[config.mk]
export PLATFORM = sky130hd
export DESIGN_NAME = dcache_ctrl
export DESIGN_NICKNAME = d
export VERILOG_FILES = /design/src/rtl/dcache_pkg.sv /design/src/rtl/dcache_ctrl.sv
export SDC_FILE = /design/constraint.sdc
export NUM_CORES = 1
export LEC_CHECK = 0
export ABC_AREA = 0
export BUFFER_PORTS_ARGS = -buffer_cell sky130_fd_sc_hd__buf_2
export CAP_MARGIN = 10
export CORE_UTILIZATION = 43
export CTS_CLUSTER_SIZE = 10
export DETAILED_ROUTE_END_ITERATION = 12
export GPL_TIMING_DRIVEN = 1
export PLACE_DENSITY_LB_ADDON = 0.1
export SYNTH_ARGS = -nofsm -noshare
export SYNTH_HDL_FRONTEND = slang
export SYNTH_SLANG_ARGS = --single-unit
[constraint.sdc]
create_clock -name clk -period 1.41 [get_ports clk]
set_input_delay 0.0705 -clock clk [delete_from_list [all_inputs] [get_ports clk]]
set_output_delay 0.0705 -clock clk [all_outputs]
set_load 0.05 [all_outputs]
[src/rtl/dcache_pkg.sv]
// Shared types and helpers for the direct-mapped data-cache miss/writeback controller.
package dcache_pkg;

  localparam int WORD_BYTES = 4;

  typedef enum logic [2:0] {
    IDLE      = 3'd0,
    LOOKUP    = 3'd1,
    WB        = 3'd2,
    FILL_REQ  = 3'd3,
    FILL_WAIT = 3'd4
  } dcache_state_e;

  // Byte i is taken from new_word where strb[i] is set, otherwise from old_word.
  function automatic logic [31:0] byte_merge(input logic [31:0] old_word,
                                             input logic [31:0] new_word,
                                             input logic [3:0]  strb);
    logic [31:0] merged;
    merged = old_word;
    for (int i = 0; i < WORD_BYTES; i++) begin
      if (strb[i]) begin
        merged[8*i +: 8] = new_word[8*i +: 8];
      end else begin
        merged[8*i +: 8] = old_word[8*i +: 8];
      end
    end
    return merged;
  endfunction

endpackage

[src/rtl/dcache_ctrl.sv]
// Miss/writeback FSM for a direct-mapped, one-word-line data cache; one request in flight.
// Define DCACHE_PERF_EN to add the perf_hit / perf_miss / perf_wb event counters.
module dcache_ctrl
  import dcache_pkg::*;
#(
  parameter int CACHE_SIZE = 1024,
  parameter int LINE_SIZE  = 4
) (
  input  logic        clk,
`ifdef DCACHE_PERF_EN
  output logic [31:0] perf_hit,
  output logic [31:0] perf_miss,
  output logic [31:0] perf_wb,
`endif
  input  logic        rst_n,
  input  logic        req_valid,
  output logic        req_ready,
  input  logic [31:0] req_addr,
  input  logic        req_write,
  input  logic [31:0] req_wdata,
  input  logic [3:0]  req_wstrb,
  output logic        resp_valid,
  output logic [31:0] resp_rdata,
  output logic [31:0] arr_addr,
  input  logic        arr_hit,
  input  logic        arr_dirty,
  input  logic [31:0] arr_data,
  input  logic [31:0] arr_invalidate_addr,
  output logic [31:0] arr_write_data,
  output logic [3:0]  arr_write_strb,
  output logic        arr_write_valid,
  output logic        arr_write_access,
  output logic        mem_req_valid,
  input  logic        mem_req_ready,
  output logic [31:0] mem_req_addr,
  output logic        mem_req_write,
  output logic [31:0] mem_req_wdata,
  input  logic        mem_resp_valid,
  input  logic [31:0] mem_resp_rdata
);

  localparam logic [31:0] LINE_MASK  = ~(32'(LINE_SIZE) - 32'd1);
  localparam logic [31:0] INDEX_MASK = 32'(CACHE_SIZE) - 32'd1;

  dcache_state_e state_q, state_d;
  logic [31:0]   addr_q, addr_d;
  logic          write_q, write_d;
  logic [31:0]   wdata_q, wdata_d;
  logic [3:0]    wstrb_q, wstrb_d;
  logic [31:0]   vaddr_q, vaddr_d;
  logic [31:0]   vdata_q, vdata_d;

  assign arr_write_strb = 4'h0;

  always_ff @(posedge clk) begin
    if (!rst_n) begin
      state_q <= IDLE;
      addr_q  <= 32'd0;
      write_q <= 1'b0;
      wdata_q <= 32'd0;
      wstrb_q <= 4'h0;
      vaddr_q <= 32'd0;
      vdata_q <= 32'd0;
    end else begin
      state_q <= state_d;
      addr_q  <= addr_d;
      write_q <= write_d;
      wdata_q <= wdata_d;
      wstrb_q <= wstrb_d;
      vaddr_q <= vaddr_d;
      vdata_q <= vdata_d;
    end
  end

  always_comb begin
    state_d          = state_q;
    addr_d           = addr_q;
    write_d          = write_q;
    wdata_d          = wdata_q;
    wstrb_d          = wstrb_q;
    vaddr_d          = vaddr_q;
    vdata_d          = vdata_q;
    req_ready        = 1'b0;
    resp_valid       = 1'b0;
    resp_rdata       = 32'd0;
    arr_addr         = addr_q;
    arr_write_data   = 32'd0;
    arr_write_valid  = 1'b0;
    arr_write_access = 1'b0;
    mem_req_valid    = 1'b0;
    mem_req_addr     = 32'd0;
    mem_req_write    = 1'b0;
    mem_req_wdata    = 32'd0;
    case (state_q)
      IDLE: begin
        req_ready = 1'b1;
        arr_addr  = req_addr;
        if (req_valid) begin
          addr_d  = req_addr;
          write_d = req_write;
          wdata_d = req_wdata;
          wstrb_d = req_wstrb;
          state_d = LOOKUP;
        end else begin
          state_d = IDLE;
        end
      end
      LOOKUP: begin
        if (arr_hit) begin
          resp_valid = 1'b1;
          state_d    = IDLE;
          if (write_q) begin
            arr_write_valid  = 1'b1;
            arr_write_access = 1'b1;
            arr_write_data   = byte_merge(arr_data, wdata_q, wstrb_q);
          end else begin
            resp_rdata = arr_data;
          end
        end else if (arr_dirty) begin
          // The victim shares the request's set, so its index bits come from the request.
          vaddr_d = ((arr_invalidate_addr & ~INDEX_MASK) | (addr_q & INDEX_MASK)) & LINE_MASK;
          vdata_d = arr_data;
          state_d = WB;
        end else begin
          state_d = FILL_REQ;
        end
      end
      WB: begin
        mem_req_valid = 1'b1;
        mem_req_write = 1'b1;
        mem_req_addr  = vaddr_q;
        mem_req_wdata = vdata_q;
        if (mem_req_ready) begin
          state_d = FILL_REQ;
        end else begin
          state_d = WB;
        end
      end
      FILL_REQ: begin
        mem_req_valid = 1'b1;
        mem_req_addr  = addr_q & LINE_MASK;
        if (mem_req_ready) begin
          state_d = FILL_WAIT;
        end else begin
          state_d = FILL_REQ;
        end
      end
      FILL_WAIT: begin
        if (mem_resp_valid) begin
          arr_write_valid  = 1'b1;
          arr_write_access = write_q;
          arr_write_data   = write_q ? byte_merge(mem_resp_rdata, wdata_q, wstrb_q)
                                     : mem_resp_rdata;
          resp_valid       = 1'b1;
          resp_rdata       = write_q ? 32'd0 : mem_resp_rdata;
          state_d          = IDLE;
        end else begin
          state_d = FILL_WAIT;
        end
      end
      default: begin
        state_d = IDLE;
      end
    endcase
  end

`ifdef DCACHE_PERF_EN
  logic [31:0] perf_hit_q, perf_miss_q, perf_wb_q;

  // Event counters wrap naturally at 2^32.
  always_ff @(posedge clk) begin
    if (!rst_n) begin
      perf_hit_q  <= 32'd0;
      perf_miss_q <= 32'd0;
      perf_wb_q   <= 32'd0;
    end else begin
      if (state_q == LOOKUP && arr_hit) begin
        perf_hit_q <= perf_hit_q + 32'd1;
      end
      if (state_q == LOOKUP && !arr_hit) begin
        perf_miss_q <= perf_miss_q + 32'd1;
      end
      if (state_q == WB && mem_req_ready) begin
        perf_wb_q <= perf_wb_q + 32'd1;
      end
    end
  end

  assign perf_hit  = perf_hit_q;
  assign perf_miss = perf_miss_q;
  assign perf_wb   = perf_wb_q;
`endif

endmodule

==> results of run 1 <==
-- cell families after synthesis --
group           Yosys count
mux                     126
buf+inv                 103
xor+xnor                  2
flops                   134
compound gates          262
simple gates            321
other cells               1
-- layer usage --
metal,GRT overflow,GRT usage (%)
met5,0,4.72
met4,52,89.8
met3,4,61.0
met2,101,98.8
met1,2,81.0
-- what timing repair did --
action | in CTS
endpoints found under the setup margin | 297
hold buffers | 125
resized for setup | 451
cloned | 10
setup buffers | 14
hold endpoints to repair | 125
pin swaps | 27
-- cells in the mapped netlist (all sizes together) --
library cell | number | area (µm²)
xor2 | 1 | 8.76
and4bb | 1 | 12.5
nand2 | 147 | 552
o22ai | 32 | 200
nand3b | 1 | 7.51
nor2 | 64 | 240
or2b | 1 | 7.51
nand3 | 63 | 315
o21ai | 64 | 320
xnor2 | 1 | 8.76
a22oi | 32 | 240
mux2 | 32 | 360
and2 | 33 | 206
or4b | 2 | 20.0
dfxtp | 134 | 2680
or3 | 1 | 6.26
clkinv | 1 | 3.75
a31oi | 1 | 6.26
nor4b | 3 | 56.3
nor4bb | 1 | 10.0
nor3b | 1 | 7.51
or2 | 1 | 6.26
conb | 1 | 3.75
inv | 2 | 7.50
buf | 46 | 297
a21oi | 133 | 666
nor3 | 2 | 15.0
mux2i | 94 | 941
clkbuf | 54 | 209
-- per-stage QoR --
| step | utilization, % | TNS (ns) | cell area [µm²] | hold WS, ns | cells |
|---|---|---|---|---|---|
| 2_1_floorplan | - | -25.18 | 8770 | 0.179 | 954 |
| 3_3_place_gp | 64.5 | -61.58 | 10800 | 0.319 | 1473 |
| 3_5_place_dp | 64.5 | -65.87 | 10800 | 0.319 | 1473 |
| 4_1_cts | 86.8 | -117.66 | 14500 | 0.138 | 1652 |
==> impl_results.md, run 1 <==
* Largest family of logic cells by synthesized area: simple AND/OR/NAND/NOR gates
* Row count at 47
* Sequential cell area fraction in the yosys report at between 30% and 40%
* Last worst endpoint in the global-route repair_timing: arr_write_data[21]
* Horiz. Die Dim at 133 µm
* H-tree level count at 4
* Post-synthesis cell count at ~950
* Run status: stopped before the end
* Pre-CTS WS at -0.340 ns
* Final Wtd Congestion at ~0.83
* Worst endpoint kind after the last repair: output port
* Starting utilization of the core area at between 40% and 50%
* Clock Root Buffer: sky130_fd_sc_hd__clkbuf_16
* Parity-gate share of the synthesized area counting xor and xnor cells at 0.236%
* GRT overflow at about 160
* Clock tree sinks at about 130
* Number of flip-flops and latches in the synthesized netlist at approximately 130
* Antenna violations before repair at 8
* Simple-Gate Fraction of Synth Area at 19.7%
* Count of cell types in the netlist at 37
* Mean area per synthesized cell at 7.82 µm²
* Die Span Y at 133 µm
* Area fraction in compound gates after synthesis at roughly a fifth
* Number of port buffers at between 300 and 400
* Synth Area in Adders at 0%
* Multiplexer fraction of the synthesized cell area at 17.5%
* Syn Std Cell Area at 0.00742 mm²
* Maximum number of pins on one net before global-route repair at 91
* First Err: [ERROR GRT-0232] Routing congestion too high. Check the congestion heatmap in the GUI.
* Maximum buffer depth of the clock tree at 2
* Ys Warns at 0
* Global-route usage over all layers at 80.7%
* I/O pin total at about 340
* Half-perimeter wire length of the detailed placement result at 19100 µm
* Number of buffers added by the clock tree synthesis step at 17
* Exit stage: global routing (5_1_grt)
==> inputs of run 2 (changes only) <==
--- a/config.mk
+++ b/config.mk
@@ -8,11 +8,10 @@
 export ABC_AREA = 0
 export BUFFER_PORTS_ARGS = -buffer_cell sky130_fd_sc_hd__buf_2
 export CAP_MARGIN = 10
-export CORE_UTILIZATION = 43
-export CTS_CLUSTER_SIZE = 10
+export CORE_UTILIZATION = 36
 export DETAILED_ROUTE_END_ITERATION = 12
 export GPL_TIMING_DRIVEN = 1
-export PLACE_DENSITY_LB_ADDON = 0.1
+export PLACE_DENSITY_LB_ADDON = 0.15
 export SYNTH_ARGS = -nofsm -noshare
 export SYNTH_HDL_FRONTEND = slang
 export SYNTH_SLANG_ARGS = --single-unit
==> constraint.sdc (replaced) <==
create_clock -name clk -period 1.8 [get_ports clk]
set_input_delay 0.09 -clock clk [delete_from_list [all_inputs] [get_ports clk]]
set_output_delay 0.09 -clock clk [all_outputs]
set_load 0.05 [all_outputs]
==> run 2 against run 1 <==
  * The flow now finishes, with violations (negative setup slack)
  * Synthesized cell count unchanged
  * Area after synthesis unchanged
==> impl_results.md, run 2 <==
* Run status: complete, but fails checks
* Failing checks: negative setup slack
* Proportion of synthesized flip-flops having asynchronous set or reset at 0%
* Placed instance count at 1487
* Number of failing setup endpoints in the final timing report at 283
* Most common cell in the synthesized netlist: sky130_fd_sc_hd__nand2_1
* Post-synthesis cell count at ~950
* Area growth from synthesis to final layout at 96.7%
* Area of the die at roughly 0.021 mm²
* Power per cell area at slightly above 700 mW/mm²
* Peak fanout along the critical path at 10
* CP max-delay cell: sky130_fd_sc_hd__or4b_4
* Clock Root Buffer: sky130_fd_sc_hd__clkbuf_16
* Antenna violations before repair at 1
* Clk_lat worst skew at 0.42 ns
* Required time of the critical path at around 2.1 ns
* First drt pass iteration count at 5
* Post-detailed-route DRC marker count at 0
* Cell family with most CP delay: simple AND/OR/NAND/NOR gates
* Timing-limited maximum frequency at 0.479 GHz
* Cell taking the most area after synthesis: sky130_fd_sc_hd__dfxtp_1
* Worst setup path category: flip-flop to flip-flop
* Count of cell types in the netlist at 37
* Setup TNS at -42.74 ns
* Cell-internal power at 0.00700 W
* Maximum buffer depth of the clock tree at 2
* H-tree level count at 4
* Global-route usage over all layers at roughly 29%
* Starting utilization of the core area at 36.7%
* Clock share of power at about 36%
* Count of fill cells added during filler insertion at about 1500
* Number of violations reported at the end of detailed-routing iteration 0 at about 570
* Logic pwr share at approximately 32%
* Aggregate routed wire length at around 36000 µm
* Ordered list of cells on the worst path: buf_6, buf_12, buf_8, buf_16, or4b_4, clkbuf_16, nand2_1, a21oi_1
* Syn Std Cell Area at approximately 0.0074 mm²
* Die Span Y at 146 µm
* Horiz. Die Dim at ~150 µm
* Layout net count at between 1500 and 2000
* Count of flip-flops with a built-in enable after synthesis at 0
* Critical path arrival at between 2 and 2.5 ns
* Switching share of power at between 30 and 40%
* Power share of the sequential group at a little under a third
* Number of violations of the max-capacitance limit at 0
* Via count at approximately 9400
* Leading post-synthesis cells by cell area: sky130_fd_sc_hd__dfxtp_1 36%, sky130_fd_sc_hd__mux2i_1 13%, sky130_fd_sc_hd__a21oi_1 9.0%
* Static leakage at between 6 and 7 nW
* Number of buffers added by the clock tree synthesis step at 17
* Switching power at 0.00331 W
* Average wire length per cell after detail routing at approximately 21 µm
* Commonest cells post-synth: 147 x sky130_fd_sc_hd__nand2_1, 134 x sky130_fd_sc_hd__dfxtp_1, 133 x sky130_fd_sc_hd__a21oi_1
* Sequential cell area fraction in the yosys report at 36.2%
* CP peak stage delay at ~0.69 ns
* Final non-filler cell total at roughly 1700
* Endpoints failing hold at 0
* Slew Limit Headroom at a little under 50%
* Post-synth top area share at between 30% and 40%
* I/O pin total at between 300 and 400
* GRT overflow at 0
* Combined buffer and inverter count along the critical path at 5
* Clock-pin slew of the registers on the worst-case setup and hold paths at 0.06 ns
* Antenna violation net count after detailed routing at 0
* Number of flip-flops and latches in the synthesized netlist at 134
* Final clock period utilization by the worst path at 116%
* Number of port buffers at approximately 330
* Number of global-route vias before repair at around 9000
* Transition at the pin with the smallest max-transition slack at 0.756 ns
* Fraction of final layout cells sized beyond drive strength 1 at 47.5%
* Maximum number of pins on one net before global-route repair at 63
* Final worst setup slack at -0.287 ns
* Largest registers ranked by flip-flop count: addr_q: 32 flops, vdata_q: 32 flops, wdata_q: 32 flops
* Kind of capture point of the worst setup path: flip-flop
* Critical Path Start Type: flip-flop
* Mean area per synthesized cell at 7.82 µm²
* Slew Limit Fails at 0
* Layout Skew at roughly 0.0064 ns
* Half-perimeter wire length of the detailed placement result at 18000 µm
* Commonest non-fill, non-tap cell in the layout: sky130_fd_sc_hd__buf_2
* Row count at 52
* Global-route wire length before repair at about 48000 µm
* Clock period minus final worst setup slack at 2.09 ns
* Vias per Instance at 5.53
* Post-route cell area at between 0.01 and 0.015 mm²
* Area of the core at 0.0202 mm²
* Highest ir drop seen on vdd at 0.000686 V
* Unrepaired setup endpoints after global routing: yes
* Placement-stage cell area at between 0.009 and 0.01 mm²
* Worst min path class: primary input to flip-flop
* Clock tree sinks at approximately 130
* Final Wtd Congestion at ~0.84
* Ys Warns at 0
* Most frequent cells in the layout: 165 x sky130_fd_sc_hd__buf_2, 131 x sky130_fd_sc_hd__dfxtp_1, 125 x sky130_fd_sc_hd__dlygate4sd3_1
* Most common flop cell mapped by yosys: sky130_fd_sc_hd__dfxtp_1
* TritonCTS clock tree: built
* Pre-CTS WS at about 0.037 ns
## run 2: cell counts after synthesis
Identical to the previous run, type by type.
## run 2: cell type report
cell class / instances / area, µm² / share of cell area (%)
inverter: 3 / 13.8 / 0.0943
multi-input combinational: 717 / 5280 / 36.2
tap: 270 / 338 / 2.32
timing repair buffer: 539 / 5640 / 38.7
clock buffer: 21 / 480 / 3.29
antenna: 1 / 2.50 / 0.0172
clock inverter: 10 / 144 / 0.986
sequential: 134 / 2690 / 18.4
## run 2: through the flow
step,hold WS [ns],utilization (%),power [W]
2_1_floorplan,0.206,-,0.00460
3_3_place_gp,0.334,47.1,0.00527
3_5_place_dp,0.338,47.1,0.00528
4_1_cts,0.0462,65.7,0.00970
5_1_grt,0.0939,72.1,0.0106
6_report,0.0662,72.1,0.0103
## run 2: routing by layer
layer	GRT usage, %	vias to the layer above	routed length [µm]
li1	-	4248	-
met1	34.9	4501	13700
met2	49.3	501	18000
met3	6.49	123	2560
met4	12.9	2	1500
met5	0	-	11
## run 2: path summary, 6_finish.rpt
kind	startpoint	endpoint	slack [ns]	cells after the start
min	mem_resp_valid	state_q[2]	0.07	4
max	state_q[0]	addr_q[25]	-0.29	8
max reg2reg	state_q[0]	addr_q[25]	-0.29	8
min reg2reg	vdata_q[1]	vdata_q[1]	0.48	2
## run 2: power by group through the flow
stage,registers (W),clock network (W),logic [W]
after global placement,0.00328,0,0.00198
after detailed placement,0.00329,0,0.00199
after CTS,0.00322,0.00375,0.00273
after global routing,0.00328,0.00386,0.00342
final,0.00327,0.00374,0.00330
after floorplan,0.00324,0,0.00136
## run 2: cell families after synthesis
group / synth area share, %
xor+xnor: 0.236
compound gates: 19.3
mux: 17.5
buf+inv: 6.97
simple gates: 19.7
other cells: 0.0506
flops: 36.2
## run 2: worst reg2reg max path: cells and delay by family, from the launching register on
kind            cells  cell delay (ns)
compound gates      1             0.07
buf+inv             5             0.74
simple gates        2             0.79
flops               1             0.36
## run 2: what timing repair did
item / 4_1_cts / 5_1_grt
pin swaps: 29 / 73
endpoints found under the setup margin: 163 / 296
endpoints found under the hold margin: 125 / 0
setup buffers: 20 / 8
gates resized for setup: 412 / 276
hold buffers: 125 / 0
gates cloned: 11 / 17
No activity file was read; power rests on OpenSTA's default activity.
